**config.mk**
```make
export PLATFORM = sky130hd
export DESIGN_NAME = ysyx_22041211_csr_unit_flat
export DESIGN_NICKNAME = d
export VERILOG_FILES = /design/src/rtl/ysyx_22041211_csr_unit_if.sv /design/src/rtl/ysyx_22041211_csr_unit.sv /design/src/flat_wrapper.sv
export SDC_FILE = /design/constraint.sdc
export NUM_CORES = 1
export LEC_CHECK = 0
export ABC_AREA = 1
export CAP_MARGIN = 10
export CORE_MARGIN = 8
export CORE_UTILIZATION = 42
export DETAILED_ROUTE_END_ITERATION = 10
export GPL_ROUTABILITY_DRIVEN = 0
export PLACE_DENSITY = 0.67
export REMOVE_ABC_BUFFERS = 1
export SLEW_MARGIN = 25
export SYNTH_ARGS = -nofsm -noshare
export SYNTH_HDL_FRONTEND = slang
export SYNTH_SLANG_ARGS = --single-unit
```
**constraint.sdc**
```tcl
create_clock -name clock -period 5.4 [get_ports clock]
set_clock_uncertainty 0.05 [all_clocks]
set_input_delay 1.08 -clock clock [delete_from_list [all_inputs] [get_ports clock]]
set_output_delay 1.08 -clock clock [all_outputs]
set_load 0.005 [all_outputs]
```
**src/rtl/ysyx_22041211_csr_unit_if.sv**
```systemverilog
// CSR unit bus: Zicsr request/response, trap/mret requests and the IFU redirect handshake.
// master drives requests (EXU/controller side), slave is the CSR unit.
interface ysyx_22041211_csr_unit_if #(
  parameter int DATA_WIDTH = 32
);
  logic                  csr_valid_i;
  logic [1:0]            csr_op_i;
  logic [11:0]           csr_addr_i;
  logic [DATA_WIDTH-1:0] csr_wdata_i;
  logic [DATA_WIDTH-1:0] csr_rdata_o;
  logic                  illegal_o;
  logic                  trap_req_i;
  logic [DATA_WIDTH-1:0] trap_cause_i;
  logic [DATA_WIDTH-1:0] trap_pc_i;
  logic                  mret_req_i;
  logic                  redirect_valid_o;
  logic                  redirect_ready_i;
  logic [DATA_WIDTH-1:0] redirect_pc_o;
  logic                  busy_o;

  modport master (
    output csr_valid_i, csr_op_i, csr_addr_i, csr_wdata_i,
    output trap_req_i, trap_cause_i, trap_pc_i, mret_req_i, redirect_ready_i,
    input  csr_rdata_o, illegal_o, redirect_valid_o, redirect_pc_o, busy_o
  );

  modport slave (
    input  csr_valid_i, csr_op_i, csr_addr_i, csr_wdata_i,
    input  trap_req_i, trap_cause_i, trap_pc_i, mret_req_i, redirect_ready_i,
    output csr_rdata_o, illegal_o, redirect_valid_o, redirect_pc_o, busy_o
  );
endinterface

```
**src/rtl/ysyx_22041211_csr_unit.sv**
```systemverilog
// Machine-mode CSR file with trap/mret sequencer and PC redirect handshake.
// Optional cycle counter (mcycle/mcycleh) enabled by defining CSR_MCYCLE_EN.
module ysyx_22041211_csr_unit #(
  parameter int                    DATA_WIDTH  = 32,
  parameter logic [DATA_WIDTH-1:0] MTVEC_RESET = '0,
  parameter logic [DATA_WIDTH-1:0] MARCHID     = '0
) (
  input logic clock,
  input logic reset,
  ysyx_22041211_csr_unit_if.slave bus
);
  localparam int DW = DATA_WIDTH;
  localparam logic [DW-1:0] ALIGN = ~DW'(3);

  localparam logic [11:0] A_MSTATUS   = 12'h300;
  localparam logic [11:0] A_MTVEC     = 12'h305;
  localparam logic [11:0] A_MSCRATCH  = 12'h340;
  localparam logic [11:0] A_MEPC      = 12'h341;
  localparam logic [11:0] A_MCAUSE    = 12'h342;
  localparam logic [11:0] A_MVENDORID = 12'hF11;
  localparam logic [11:0] A_MARCHID   = 12'hF12;
`ifdef CSR_MCYCLE_EN
  localparam logic [11:0] A_MCYCLE    = 12'hB00;
  localparam logic [11:0] A_MCYCLEH   = 12'hB80;
`endif

  localparam logic [1:0] OP_RW = 2'b01;
  localparam logic [1:0] OP_RS = 2'b10;
  localparam logic [1:0] OP_RC = 2'b11;

  typedef enum logic {IDLE, REDIRECT} state_t;

  state_t        state;
  logic          mie, mpie;
  logic [DW-1:0] mtvec, mscratch, mepc, mcause;
  logic          redirect_valid;
  logic [DW-1:0] redirect_pc;

`ifdef CSR_MCYCLE_EN
  logic [63:0]   mcycle;
  logic [DW-1:0] mcycle_hi;
  assign mcycle_hi = DW'(mcycle[63:32]);
`endif

  // Only MIE/MPIE are stored; MPP reads back as machine mode.
  logic [DW-1:0] mstatus_val;
  always_comb begin
    mstatus_val        = '0;
    mstatus_val[12:11] = 2'b11;
    mstatus_val[7]     = mpie;
    mstatus_val[3]     = mie;
  end

  logic          known, ro, eff_write, active, illegal, do_write;
  logic [DW-1:0] old_val, new_val;

  always_comb begin
    known   = 1'b1;
    ro      = 1'b0;
    old_val = '0;
    case (bus.csr_addr_i)
      A_MSTATUS:   old_val = mstatus_val;
      A_MTVEC:     old_val = mtvec;
      A_MSCRATCH:  old_val = mscratch;
      A_MEPC:      old_val = mepc;
      A_MCAUSE:    old_val = mcause;
      A_MVENDORID: ro = 1'b1;
      A_MARCHID:   begin ro = 1'b1; old_val = MARCHID; end
`ifdef CSR_MCYCLE_EN
      A_MCYCLE:    old_val = mcycle[DW-1:0];
      A_MCYCLEH:   if (DW == 32) old_val = mcycle_hi; else known = 1'b0;
`endif
      default:     known = 1'b0;
    endcase
  end

  // A CSR op only counts when idle and no trap/mret wins the cycle.
  assign active    = (state == IDLE) && bus.csr_valid_i && (bus.csr_op_i != 2'b00)
                     && !bus.trap_req_i && !bus.mret_req_i;
  assign eff_write = (bus.csr_op_i == OP_RW) || (bus.csr_wdata_i != '0);
  assign illegal   = active && (!known || (ro && eff_write));
  assign do_write  = active && known && !ro && eff_write;

  always_comb begin
    new_val = '0;
    case (bus.csr_op_i)
      OP_RW:   new_val = bus.csr_wdata_i;
      OP_RS:   new_val = old_val | bus.csr_wdata_i;
      OP_RC:   new_val = old_val & ~bus.csr_wdata_i;
      default: new_val = old_val;
    endcase
  end

  assign bus.csr_rdata_o      = (known && !illegal) ? old_val : '0;
  assign bus.illegal_o        = illegal;
  assign bus.redirect_valid_o = redirect_valid;
  assign bus.redirect_pc_o    = redirect_pc;
  assign bus.busy_o           = (state != IDLE);

  always_ff @(posedge clock) begin
    if (reset) begin
      state          <= IDLE;
      redirect_valid <= 1'b0;
      redirect_pc    <= '0;
      mie            <= 1'b0;
      mpie           <= 1'b0;
      mtvec          <= MTVEC_RESET & ALIGN;
      mscratch       <= '0;
      mepc           <= '0;
      mcause         <= '0;
    end else begin
      case (state)
        IDLE: begin
          if (bus.trap_req_i) begin
            mepc           <= bus.trap_pc_i & ALIGN;
            mcause         <= bus.trap_cause_i;
            mpie           <= mie;
            mie            <= 1'b0;
            redirect_pc    <= mtvec;
            redirect_valid <= 1'b1;
            state          <= REDIRECT;
          end else if (bus.mret_req_i) begin
            mie            <= mpie;
            mpie           <= 1'b1;
            redirect_pc    <= mepc;
            redirect_valid <= 1'b1;
            state          <= REDIRECT;
          end else if (do_write) begin
            case (bus.csr_addr_i)
              A_MSTATUS:  begin mie <= new_val[3]; mpie <= new_val[7]; end
              A_MTVEC:    mtvec    <= new_val & ALIGN;
              A_MSCRATCH: mscratch <= new_val;
              A_MEPC:     mepc     <= new_val & ALIGN;
              A_MCAUSE:   mcause   <= new_val;
              default:    ;
            endcase
          end
        end
        REDIRECT: begin
          if (bus.redirect_ready_i) begin
            redirect_valid <= 1'b0;
            state          <= IDLE;
          end
        end
        default: state <= IDLE;
      endcase
    end
  end

`ifdef CSR_MCYCLE_EN
  // A written half takes the write value; the counter skips that cycle's increment.
  always_ff @(posedge clock) begin
    if (reset)
      mcycle <= '0;
    else if (do_write && bus.csr_addr_i == A_MCYCLE)
      mcycle[DW-1:0] <= new_val;
    else if (do_write && bus.csr_addr_i == A_MCYCLEH)
      mcycle[63:32] <= new_val[31:0];
    else
      mcycle <= mcycle + 64'd1;
  end
`endif
endmodule

```
**src/flat_wrapper.sv**
```systemverilog
// flat-port wrapper written by rule: the top's interface ports become plain ports
module ysyx_22041211_csr_unit_flat 
#(
  parameter int                    DATA_WIDTH  = 32,
  parameter logic [DATA_WIDTH-1:0] MTVEC_RESET = '0,
  parameter logic [DATA_WIDTH-1:0] MARCHID     = '0
)
  (clock, reset, bus_csr_valid_i, bus_csr_op_i, bus_csr_addr_i, bus_csr_wdata_i, bus_trap_req_i, bus_trap_cause_i, bus_trap_pc_i, bus_mret_req_i, bus_redirect_ready_i, bus_csr_rdata_o, bus_illegal_o, bus_redirect_valid_o, bus_redirect_pc_o, bus_busy_o);
  ysyx_22041211_csr_unit_if #(.DATA_WIDTH(DATA_WIDTH)) bus_i ();
  input logic clock;
  input logic reset;
  input wire logic [$bits(bus_i.csr_valid_i)-1:0] bus_csr_valid_i;
  input wire logic [$bits(bus_i.csr_op_i)-1:0] bus_csr_op_i;
  input wire logic [$bits(bus_i.csr_addr_i)-1:0] bus_csr_addr_i;
  input wire logic [$bits(bus_i.csr_wdata_i)-1:0] bus_csr_wdata_i;
  input wire logic [$bits(bus_i.trap_req_i)-1:0] bus_trap_req_i;
  input wire logic [$bits(bus_i.trap_cause_i)-1:0] bus_trap_cause_i;
  input wire logic [$bits(bus_i.trap_pc_i)-1:0] bus_trap_pc_i;
  input wire logic [$bits(bus_i.mret_req_i)-1:0] bus_mret_req_i;
  input wire logic [$bits(bus_i.redirect_ready_i)-1:0] bus_redirect_ready_i;
  output wire logic [$bits(bus_i.csr_rdata_o)-1:0] bus_csr_rdata_o;
  output wire logic [$bits(bus_i.illegal_o)-1:0] bus_illegal_o;
  output wire logic [$bits(bus_i.redirect_valid_o)-1:0] bus_redirect_valid_o;
  output wire logic [$bits(bus_i.redirect_pc_o)-1:0] bus_redirect_pc_o;
  output wire logic [$bits(bus_i.busy_o)-1:0] bus_busy_o;
  assign bus_i.csr_valid_i = bus_csr_valid_i;
  assign bus_i.csr_op_i = bus_csr_op_i;
  assign bus_i.csr_addr_i = bus_csr_addr_i;
  assign bus_i.csr_wdata_i = bus_csr_wdata_i;
  assign bus_i.trap_req_i = bus_trap_req_i;
  assign bus_i.trap_cause_i = bus_trap_cause_i;
  assign bus_i.trap_pc_i = bus_trap_pc_i;
  assign bus_i.mret_req_i = bus_mret_req_i;
  assign bus_i.redirect_ready_i = bus_redirect_ready_i;
  assign bus_csr_rdata_o = bus_i.csr_rdata_o;
  assign bus_illegal_o = bus_i.illegal_o;
  assign bus_redirect_valid_o = bus_i.redirect_valid_o;
  assign bus_redirect_pc_o = bus_i.redirect_pc_o;
  assign bus_busy_o = bus_i.busy_o;
  ysyx_22041211_csr_unit #(.DATA_WIDTH(DATA_WIDTH), .MTVEC_RESET(MTVEC_RESET), .MARCHID(MARCHID)) u_core (.clock(clock), .reset(reset), .bus(bus_i));
endmodule
```
# [Word level (Yosys, flattened, before mapping)]
# Cells that the tools add are included.
[totals] reg_bits=162 inputBits=116 out_inout_bits=67
[classes] bitwise_logic=6 n_reduce_logical=34 eq_ne=13 mux=31
[op_table] operator="32-bit 2-to-1 mux" n=11
[op_table] operator="32-bit one-hot mux with 5 select lines" n=1
[op_table] operator="32-bit one-hot mux with 3 select lines" n=1
[op_table] operator="12-bit by 10-bit == test with 1-bit output (second input constant)" n=5
[op_table] operator="32-bit AND" n=1
[op_table] operator="32-bit inverter" n=1
[op_table] operator="32-bit bitwise OR" n=1
[op_table] operator="32-bit nonzero test" n=1
[op_table] operator="12-bit == test (second input constant)" n=2
[op_table] operator="1-bit 2-to-1 mux" n=16
[op_table] operator="1-bit logical AND" n=10
[op_table] operator="5-bit AND reduction" n=2
[op_table] operator="2-bit nonzero test" n=5
[op_table] operator="4-bit AND reduction" n=2
[op_table] operator="7-bit OR reduction" n=1
[op_table] operator="3-bit nonzero test" n=2
[op_table] operator="1-bit zero test" n=5
[op_table] operator="2-bit == test (second input constant)" n=2
[op_table] operator="2-bit inequality test (second input constant)" n=2
[op_table] operator="1-bit one-hot mux with 2 select lines" n=2
[op_table] operator="2-bit AND reduction" n=2
[op_table] operator="3-bit inequality test (second input constant)" n=1
[op_table] operator="1-bit inverter" n=3
[op_table] operator="3-bit AND reduction" n=1
[op_table] operator="3 further kinds" n=4

# [Depth between registers and ports, before layout]
# Gate-level depths: netlist of the first run.
[logic_depth] depth_word=11 ltp_mapped=15 mapped_depth_nobuf=13

# [Worst setup path before layout of the first run]
# Ideal clock, no wire load.
[synth_path] path_type="input -> output" start="input port bus_csr_addr_i[9]" end="output port bus_csr_rdata_o[3]" slack_ns=2.166 required_time_ns=4.270 n_path_buf=2 arrival_ns=2.104 path_stages=9 cell_sequence="nand2_1 inv_2 nand2_1 nor2_2 buf_4 buf_2 nand3_1 nand3_1 or2_2"
[synth_between] elab_chain_cells=9 elab_cells_between_ends=19 classes_between="eq/ne (7); mux (4); reduce/logical (8)"
[synth_rtl] item="start: declaration" line_no="flat_wrapper.sv:14" text="input wire logic [$bits(bus_i.csr_addr_i)-1:0] bus_csr_addr_i;"
[synth_rtl] item="12-bit == test or 12-bit by 10-bit == test with 1-bit output (tied branches)" line_no="ysyx_22041211_csr_unit.sv:61" text="case (bus.csr_addr_i)"
[synth_rtl] item="7-bit OR reduction (no line) or 2-bit OR reduction (tied branches)"
[synth_rtl] item="1-bit 2-to-1 mux" line_no="ysyx_22041211_csr_unit.sv:61"
[synth_rtl] item="1-bit zero test or 1-bit logical AND (tied branches)" line_no="ysyx_22041211_csr_unit.sv:81" text="assign illegal = active && (!known || (ro && eff_write));"
[synth_rtl] item="1-bit logical OR" line_no="ysyx_22041211_csr_unit.sv:81"
[synth_rtl] item="1-bit logical AND" line_no="ysyx_22041211_csr_unit.sv:81"
[synth_rtl] item="1-bit zero test" line_no="ysyx_22041211_csr_unit.sv:94" text="assign bus.csr_rdata_o = (known && !illegal) ? old_val : '0;"
[synth_rtl] item="1-bit logical AND" line_no="ysyx_22041211_csr_unit.sv:94"
[synth_rtl] item="32-bit 2-to-1 mux (*)" line_no="ysyx_22041211_csr_unit.sv:94"
[synth_rtl] item="end: declaration" line_no="flat_wrapper.sv:21" text="output wire logic [$bits(bus_i.csr_rdata_o)-1:0] bus_csr_rdata_o;"
# Mark *: on every way between the ends. The rest lies on a longest branch, timed or not.

# [Worst setup path after layout of the first run]
[layout_path] start="input port bus_csr_addr_i[0]" end="output port bus_csr_rdata_o[3]"
# Same word-level chain as after synthesis.

==> qor.csv, run 1 <==
stage,metric,value,unit
die,area enclosed by the die boundary,26200,sq um
power,Power Density,259,nW/um^2
routing,DRC violation count after routing,0,
setup_path,crit path capture type,output pin,
die,width of the die,162,microns
cts,TritonCTS Buffers,17,
synth,biggest area contributors in the synthesized netlist,"sky130_fd_sc_hd__dfxtp_1, sky130_fd_sc_hd__nand2_1, sky130_fd_sc_hd__o21ai_0, sky130_fd_sc_hd__nor2_1, sky130_fd_sc_hd__inv_1",
grt,vias in the first global route,9241,
run_status,result of the run,completed,
die,initial core utilization,42.7,%
sta,setup-violating endpoint count in the final report,0,
min_path,start point of the worst hold path,u_core.mscratch[30]$_SDFFE_PP0P_,
synth,share of flip-flops with an asynchronous set or reset,0,%
routing,Via density,5.16,
sta,Fin Setup TNS,0,ps
setup_path,required time at the worst-slack endpoint,4270,ps
cts,"Hold-fix buffers, CTS",0,
setup_path,top fanout value on the critical path,16,
synth,"area leader, netlist",sky130_fd_sc_hd__dfxtp_1,
synth,cell area after synthesis,8950,sq um
cts,CTS tree,built,
cells_and_area,count of antenna diodes in the layout,0,
grt,number of antenna violations at the first check in global routing,0,
setup_path,endpoint of the worst-slack reg-to-reg timing path,u_core.mepc[27]$_SDFFE_PP0P_,
synth,number of synthesized register bits,158,
routing,detailed-route wire length per cell,16.2,microns
grt,first-pass GRT wire length,48.8,mm
setup_path,startpoint-to-endpoint class of the critical path,input pin to output pin,
synth,Synth Instances,1499,
synth,number of distinct library cells after synthesis,34,
routing,DR vias,9853,
synth,portion of the post-synthesis area used by sequential elements,35.3,%
cts,number of setup buffers added after CTS,0,
synth,"post-synthesis share of cell area spent on and, or, nand and nor gates",38.6,%
sta,setup repair after global routing missed its margin,no,
grt,maximum number of pins on one net before global-route repair,85,
setup_path,delay of the slowest critical-path stage,500,ps
setup_path,library cell contributing the largest single delay on the critical path,sky130_fd_sc_hd__inv_1,
cells_and_area,final core occ,54.9,%
setup_path,WP buf/inv,4,
power,switching pwr,0.828,mW
sta,worst relative slew slack,33.8,%
power,Sw Ratio,27.8,%
sta,fin crit period,4680,ps
place,PortBufs,178,
run,number of maximum-capacitance constraint violations,0,
routing,count of nets left with antenna violations after detail routing,0,
routing,total length of routed wires,31.0,mm
power,share of total power in the clock network,43.7,%
power,fraction of power consumed by sequential logic,41.8,%
cts,post-cts resize count,0,
routing,First-pass DRT Iterations,5,
min_path,Worst Hold End,u_core.mscratch[30]$_SDFFE_PP0P_,
cts,Num Clock Sinks,158,
synth,Adder-Cell Fraction of Synth Area,0,%
sta,worst-margin pin slew,992,ps
setup_path,Reg2Reg Setup Slack,2950,ps
power,Comb pwr share,14.5,%
setup_path,logic depth of the worst register-to-register path,9,
routing,number of DRC violations after detailed-routing iteration 0,773,
sta,Final Max Slew Viols,0,
grt,total gr overflow,0,
cells_and_area,layout cell share with drive strength beyond 1,4.83,%
synth,mux share of post-synthesis cell area,0,%
power,leakage power summed over all cells,5.34,nW
sta,maximum operating frequency,0.213,GHz
cells_and_area,number of nets at the end of the flow,1738,
synth,Post-Synth XOR/XNOR Area,0,%
grt,Total Routing Usage GR,23.2,%
synth,dominant synthesized flop cell,sky130_fd_sc_hd__dfxtp_1,
cts,maximum level of the CTS H-tree,4,
sta,share of the clock period used by the worst path,86.8,%
cts,Clock Latency Late Sink,440,ps
synth,combinational family with the most area after synthesis,simple AND/OR/NAND/NOR gates,
die,I/O pins,183,
cells_and_area,filler-free cell count of the finished design,1910,
cells_and_area,relative area change from synthesis to final layout,28.5,%
sta,count of endpoints failing hold in the final timing report,0,
setup_path,worst path cell trace,"clkdlybuf4s50_1, nor2_1, nand2_1, inv_1, buf_4, nand3_1, nand3_1, or2_2, clkdlybuf4s50_1",
synth,number of synthesis warnings,0,
power,worst supply voltage drop on vdd,0.207,mV
synth,mean instance size in the synthesized netlist,5.97,sq um
cts,maximum clock insertion buffer count,2,
setup_path,source of the worst register-to-register timing path,u_core.bus.busy_o$_SDFF_PP0_,
setup_path,startpoint type of the worst setup path,input pin,
die,site row count,53,
synth,Synth top area share,35.3,%
setup_path,Top delay family on crit path,buffers and inverters,
power,design internal power,2.15,mW
min_path,min-delay worst type,flop to flop,
place,placed insts,1878,
die,core outline area,21000,sq um
die,vertical die dimension,162,microns
cts,clock root buffer,sky130_fd_sc_hd__clkbuf_16,
synth,number of flops mapped to enable cells by yosys,0,
place,placed wire-length estimate after detailed placement,20.0,mm
setup_path,endpoint arrival time on the critical path,3550,ps
synth,post-synthesis compound-gate area fraction,15.1,%
min_path,number of cells on the worst hold path,2,
cts,post-CTS clock slew at the launch and capture registers of the worst setup and hold paths,60,ps
[tightest hold or removal path, stage by stage (launching register included)]
cell	delay [ps]
sky130_fd_sc_hd__dfxtp_1	310
sky130_fd_sc_hd__inv_1	40
sky130_fd_sc_hd__a21oi_1	50
[registers in the layout, indices dropped and copies added (netlist names)]
register,count
u_core.bus.busy_o,1
u_core.bus.redirect_pc_o,30
u_core.bus.redirect_valid_o,1
u_core.mcause,32
u_core.mepc,30
u_core.mie,1
u_core.mpie,1
u_core.mscratch,32
u_core.mtvec,30
[layer usage]
layer / track usage, % / wire length (microns)
met5: 0 / 0
met4: 8.42 / 825
met2: 37.2 / 14000
met1: 30.4 / 13700
met3: 4.81 / 2410
[worst max-delay path by stage]
stage	startpoint	to	slack, ps	cells after the start
after floorplan	bus_csr_addr_i[1]	u_core.mtvec[11]$_SDFFE_PP0P_	1240	9
after global placement	bus_csr_addr_i[2]	bus_csr_rdata_o[3]	750	9
after detailed placement	bus_csr_addr_i[0]	bus_csr_rdata_o[3]	750	9
after CTS	bus_csr_addr_i[0]	bus_csr_rdata_o[3]	720	9
after global routing	bus_csr_addr_i[2]	bus_csr_rdata_o[7]	580	9
final	bus_csr_addr_i[0]	bus_csr_rdata_o[3]	720	9
[final cells by class]
type | count | area, sq um
clock buffers | 17 | 425
clock inverters | 15 | 196
fillers | 2163 | 9450
inverters | 143 | 544
multi-input cells | 1104 | 4850
flip-flops and latches | 158 | 3160
well taps | 275 | 344
repair buffers | 198 | 1980
[cells by family (layout without fill, tap and decap cells)]
family                 after synthesis  count (layout)
buffers and inverters              238             373
DFF                                158             158
other                                1               2
and+or+nand+nor                    844             844
AOI/OAI and AO/OA                  258             258
[layout by cell type, fill, tap and decap left out, types with 5 or more instances in the layout]
master,n
sky130_fd_sc_hd__a21oi_1,67
sky130_fd_sc_hd__a31oi_1,30
sky130_fd_sc_hd__buf_4,17
sky130_fd_sc_hd__clkbuf_16,17
sky130_fd_sc_hd__clkdlybuf4s50_1,177
sky130_fd_sc_hd__dfxtp_1,158
sky130_fd_sc_hd__inv_1,136
sky130_fd_sc_hd__inv_2,5
sky130_fd_sc_hd__inv_6,9
sky130_fd_sc_hd__nand2_1,507
sky130_fd_sc_hd__nand3_1,99
sky130_fd_sc_hd__nand4_1,35
sky130_fd_sc_hd__nor2_1,182
sky130_fd_sc_hd__nor2_4,5
sky130_fd_sc_hd__o21ai_0,144
sky130_fd_sc_hd__o21ai_1,10
[through the flow]
| step | setup slack [ps] | instance area, sq um | power, mW | hold WS [ps] |
|---|---|---|---|---|
| 6_report | 715 | 11500 | 2.98 | 395 |
| 5_1_grt | 578 | 11500 | 3.11 | 410 |
| 4_1_cts | 719 | 11500 | 3.00 | 395 |
| 3_5_place_dp | 746 | 10900 | 1.70 | 385 |
| 3_3_place_gp | 751 | 10900 | 1.70 | 383 |
| 2_1_floorplan | 1240 | 8520 | 1.47 | 376 |
[cells in the mapped netlist, types with 5 or more instances]
master / number
sky130_fd_sc_hd__clkbuf_1: 56
sky130_fd_sc_hd__nand4_1: 35
sky130_fd_sc_hd__a31oi_1: 30
sky130_fd_sc_hd__o21ai_1: 10
sky130_fd_sc_hd__nand3_1: 99
sky130_fd_sc_hd__nor2_2: 5
sky130_fd_sc_hd__buf_4: 5
sky130_fd_sc_hd__nor2_1: 185
sky130_fd_sc_hd__nand2_1: 507
sky130_fd_sc_hd__buf_2: 25
sky130_fd_sc_hd__a21oi_1: 67
sky130_fd_sc_hd__inv_2: 5
sky130_fd_sc_hd__inv_1: 137
sky130_fd_sc_hd__dfxtp_1: 158
sky130_fd_sc_hd__o21ai_0: 144
[power groups by stage]
stage / combinational (mW) / sequential (mW) / clock [mW]
after floorplan: 0.201 / 1.27 / 0
after global placement: 0.426 / 1.27 / 0
after detailed placement: 0.429 / 1.27 / 0
after CTS: 0.433 / 1.24 / 1.32
after global routing: 0.481 / 1.25 / 1.38
final: 0.432 / 1.25 / 1.30
(Power assumes the default switching activity.)
==> run 2, diff against run 1 <==
--- a/config.mk
+++ b/config.mk
@@ -7,11 +7,13 @@
 export LEC_CHECK = 0
 export ABC_AREA = 1
 export CAP_MARGIN = 10
+export CELL_PAD_IN_SITES_DETAIL_PLACEMENT = 0
+export CELL_PAD_IN_SITES_GLOBAL_PLACEMENT = 2
 export CORE_MARGIN = 8
-export CORE_UTILIZATION = 42
+export CORE_UTILIZATION = 29
 export DETAILED_ROUTE_END_ITERATION = 10
 export GPL_ROUTABILITY_DRIVEN = 0
-export PLACE_DENSITY = 0.67
+export PLACE_DENSITY_LB_ADDON = 0.1
 export REMOVE_ABC_BUFFERS = 1
 export SLEW_MARGIN = 25
 export SYNTH_ARGS = -nofsm -noshare
==> run 2 against run 1 <==
Against the previous run:
- register-to-register slack improved by 270 ps
- clock power down 10%
- total power is 4.0% lower
- cell count rose by 6.4%
- critical endpoint is now bus_csr_rdata_o[31]
==> qor.csv, run 2 (synthesis gave the netlist of run 1 again) <==
stage,metric,value,unit,change
run_status,result of the run,completed,,unchanged
cells_and_area,final-layout fill cell count,3369,,was 2163
power,Comb pwr share,15.7,%,was 14.5%
sta,worst relative slew slack,34.3,%,was 33.8%
setup_path,startpoint type of the worst setup path,input pin,,unchanged
place,PortBufs,178,,unchanged
die,I/O pins,183,,unchanged
routing,Via density,4.81,,was 5.16
cells_and_area,number of nets at the end of the flow,1740,,was 1738
routing,detailed-route wire length per cell,18.1,microns,was 16.2 microns
cells_and_area,footprint of the flip-flops and latches,3160,sq um,unchanged
power,Power Density,247,nW/um^2,was 259 nW/um^2
cells_and_area,total area of multi-input combinational cells,4850,sq um,about the same
cts,post-cts resize count,0,,unchanged
routing,total length of routed wires,36.7,mm,was 31.0 mm
cts,TritonCTS Buffers,17,,unchanged
sta,fin crit period,4650,ps,was 4680 ps
sta,Fin Setup TNS,0,ps,unchanged
grt,Total Routing Usage GR,20.0,%,was 23.2%
die,area enclosed by the die boundary,36700,sq um,was 26200 sq um
sta,count of endpoints failing hold in the final timing report,0,,unchanged
routing,DR vias,9774,,was 9853
cells_and_area,registers with the most flip-flops,"u_core.mcause (32), u_core.mscratch (32)",,unchanged
die,vertical die dimension,192,microns,was 162 microns
cells_and_area,layout cell share with drive strength beyond 1,4.83,%,about the same
cts,Num Clock Sinks,158,,unchanged
power,switching pwr,0.837,mW,was 0.828 mW
power,leakage power summed over all cells,5.28,nW,was 5.34 nW
min_path,min-delay worst type,flop to flop,,unchanged
die,core outline area,30500,sq um,was 21000 sq um
sta,setup-violating endpoint count in the final report,0,,unchanged
setup_path,crit path capture type,output pin,,unchanged
grt,number of antenna violations at the first check in global routing,0,,unchanged
power,overall power consumption,2.86,mW,was 2.98 mW
power,fraction of power consumed by sequential logic,43.5,%,was 41.8%
cts,clock root buffer,sky130_fd_sc_hd__clkbuf_16,,unchanged
setup_path,endpoint arrival time on the critical path,3520,ps,was 3550 ps
setup_path,top fanout value on the critical path,21,,was 16
cts,maximum clock insertion buffer count,2,,unchanged
run,number of maximum-capacitance constraint violations,0,,unchanged
grt,maximum number of pins on one net before global-route repair,142,,was 85
power,Sw Ratio,29.3,%,was 27.8%
sta,Final Max Slew Viols,0,,unchanged
power,worst supply voltage drop on vdd,0.202,mV,was 0.207 mV
cts,maximum level of the CTS H-tree,4,,unchanged
place,placed wire-length estimate after detailed placement,23.4,mm,was 20.0 mm
grt,vias in the first global route,9382,,was 9241
sta,share of the clock period used by the worst path,86.1,%,was 86.8%
power,share of total power in the clock network,40.8,%,was 43.7%
cells_and_area,relative area change from synthesis to final layout,29.6,%,was 28.5%
cells_and_area,"leading cell types in the layout, fill and taps excluded","sky130_fd_sc_hd__nand2_1, sky130_fd_sc_hd__nor2_1, sky130_fd_sc_hd__clkdlybuf4s50_1",,unchanged
die,initial core utilization,29.3,%,was 42.7%
cells_and_area,"most common cell after layout, fill and taps aside",sky130_fd_sc_hd__nand2_1,,unchanged
grt,total gr overflow,0,,unchanged
cells_and_area,count of antenna diodes in the layout,0,,unchanged
sta,setup repair after global routing missed its margin,no,,unchanged
routing,number of DRC violations after detailed-routing iteration 0,532,,was 773
routing,First-pass DRT Iterations,7,,was 5
cts,post-CTS clock slew at the launch and capture registers of the worst setup and hold paths,60,ps,about the same
grt,first-pass GRT wire length,56.1,mm,was 48.8 mm
routing,count of nets left with antenna violations after detail routing,0,,unchanged
cts,CTS tree,built,,unchanged
setup_path,required time at the worst-slack endpoint,4270,ps,about the same
die,site row count,64,,was 53
sta,worst-margin pin slew,984,ps,was 992 ps
power,design internal power,2.02,mW,was 2.15 mW
setup_path,startpoint-to-endpoint class of the critical path,input pin to output pin,,unchanged
sta,maximum operating frequency,0.215,GHz,was 0.213 GHz
cts,"Hold-fix buffers, CTS",0,,unchanged
die,width of the die,192,microns,was 162 microns
cts,number of setup buffers added after CTS,0,,unchanged
routing,DRC violation count after routing,0,,unchanged
cts,Clock Latency Late Sink,440,ps,about the same
cells_and_area,final core occ,38.0,%,was 54.9%
==> run 2: final timing paths <==
path                                          from                               end  slack, ps  cells past startpoint
setup / recovery                 bus_csr_addr_i[0]               bus_csr_rdata_o[31]        750                      9
hold reg to reg   u_core.mscratch[14]$_SDFFE_PP0P_  u_core.mscratch[14]$_SDFFE_PP0P_        390                      2
setup reg to reg      u_core.bus.busy_o$_SDFF_PP0_    u_core.mcause[28]$_SDFFE_PP0P_       3220                     10
hold / removal    u_core.mscratch[14]$_SDFFE_PP0P_  u_core.mscratch[14]$_SDFFE_PP0P_        390                      2
==> run 2: cell type report <==
type | count | share of cell area [%]
clock buffer | 21 | 3.97
timing repair buffer | 200 | 17.2
sequential | 158 | 27.3
inverter | 143 | 4.74
tap | 396 | 4.27
multi-input combinational | 1104 | 41.8
clock inverter | 11 | 0.734
==> run 2: power by group through the flow <==
| stage | logic [mW] | clock network (mW) | registers, mW |
|---|---|---|---|
| 6_report | 0.448 | 1.17 | 1.25 |
| 5_1_grt | 0.501 | 1.25 | 1.25 |
| 4_1_cts | 0.454 | 1.20 | 1.25 |
| 3_5_place_dp | 0.451 | 0 | 1.27 |
| 3_3_place_gp | 0.452 | 0 | 1.27 |
| 2_1_floorplan | 0.201 | 0 | 1.27 |
==> run 2: metrics by stage <==
step	instance area, sq um	setup WS [ps]	hold WS, ps	cells
finish	11600	749	394	2033
detailed placement	11000	773	385	2001
global placement	11000	785	383	2001
global route	11600	594	412	2033
floorplan	8520	1240	376	1405
CTS	11600	756	396	2033
==> run 2: worst max-delay path, stage by stage <==
cell and delay (ps):
sky130_fd_sc_hd__clkdlybuf4s50_1 560, sky130_fd_sc_hd__nand2_1 140, sky130_fd_sc_hd__nor2_2 240, sky130_fd_sc_hd__inv_2 70, sky130_fd_sc_hd__nor2_4 380, sky130_fd_sc_hd__buf_12 260, sky130_fd_sc_hd__nand2_1 90, sky130_fd_sc_hd__nand4_1 150
sky130_fd_sc_hd__clkdlybuf4s50_1 540
==> run 2: routing by layer <==
metal,vias to the layer above,GRT usage [%],wire length [microns]
li1,5036,-,-
met1,4483,27.3,18000
met2,227,32.1,16700
met3,28,3.94,1510
met4,0,4.23,516
met5,-,0,0
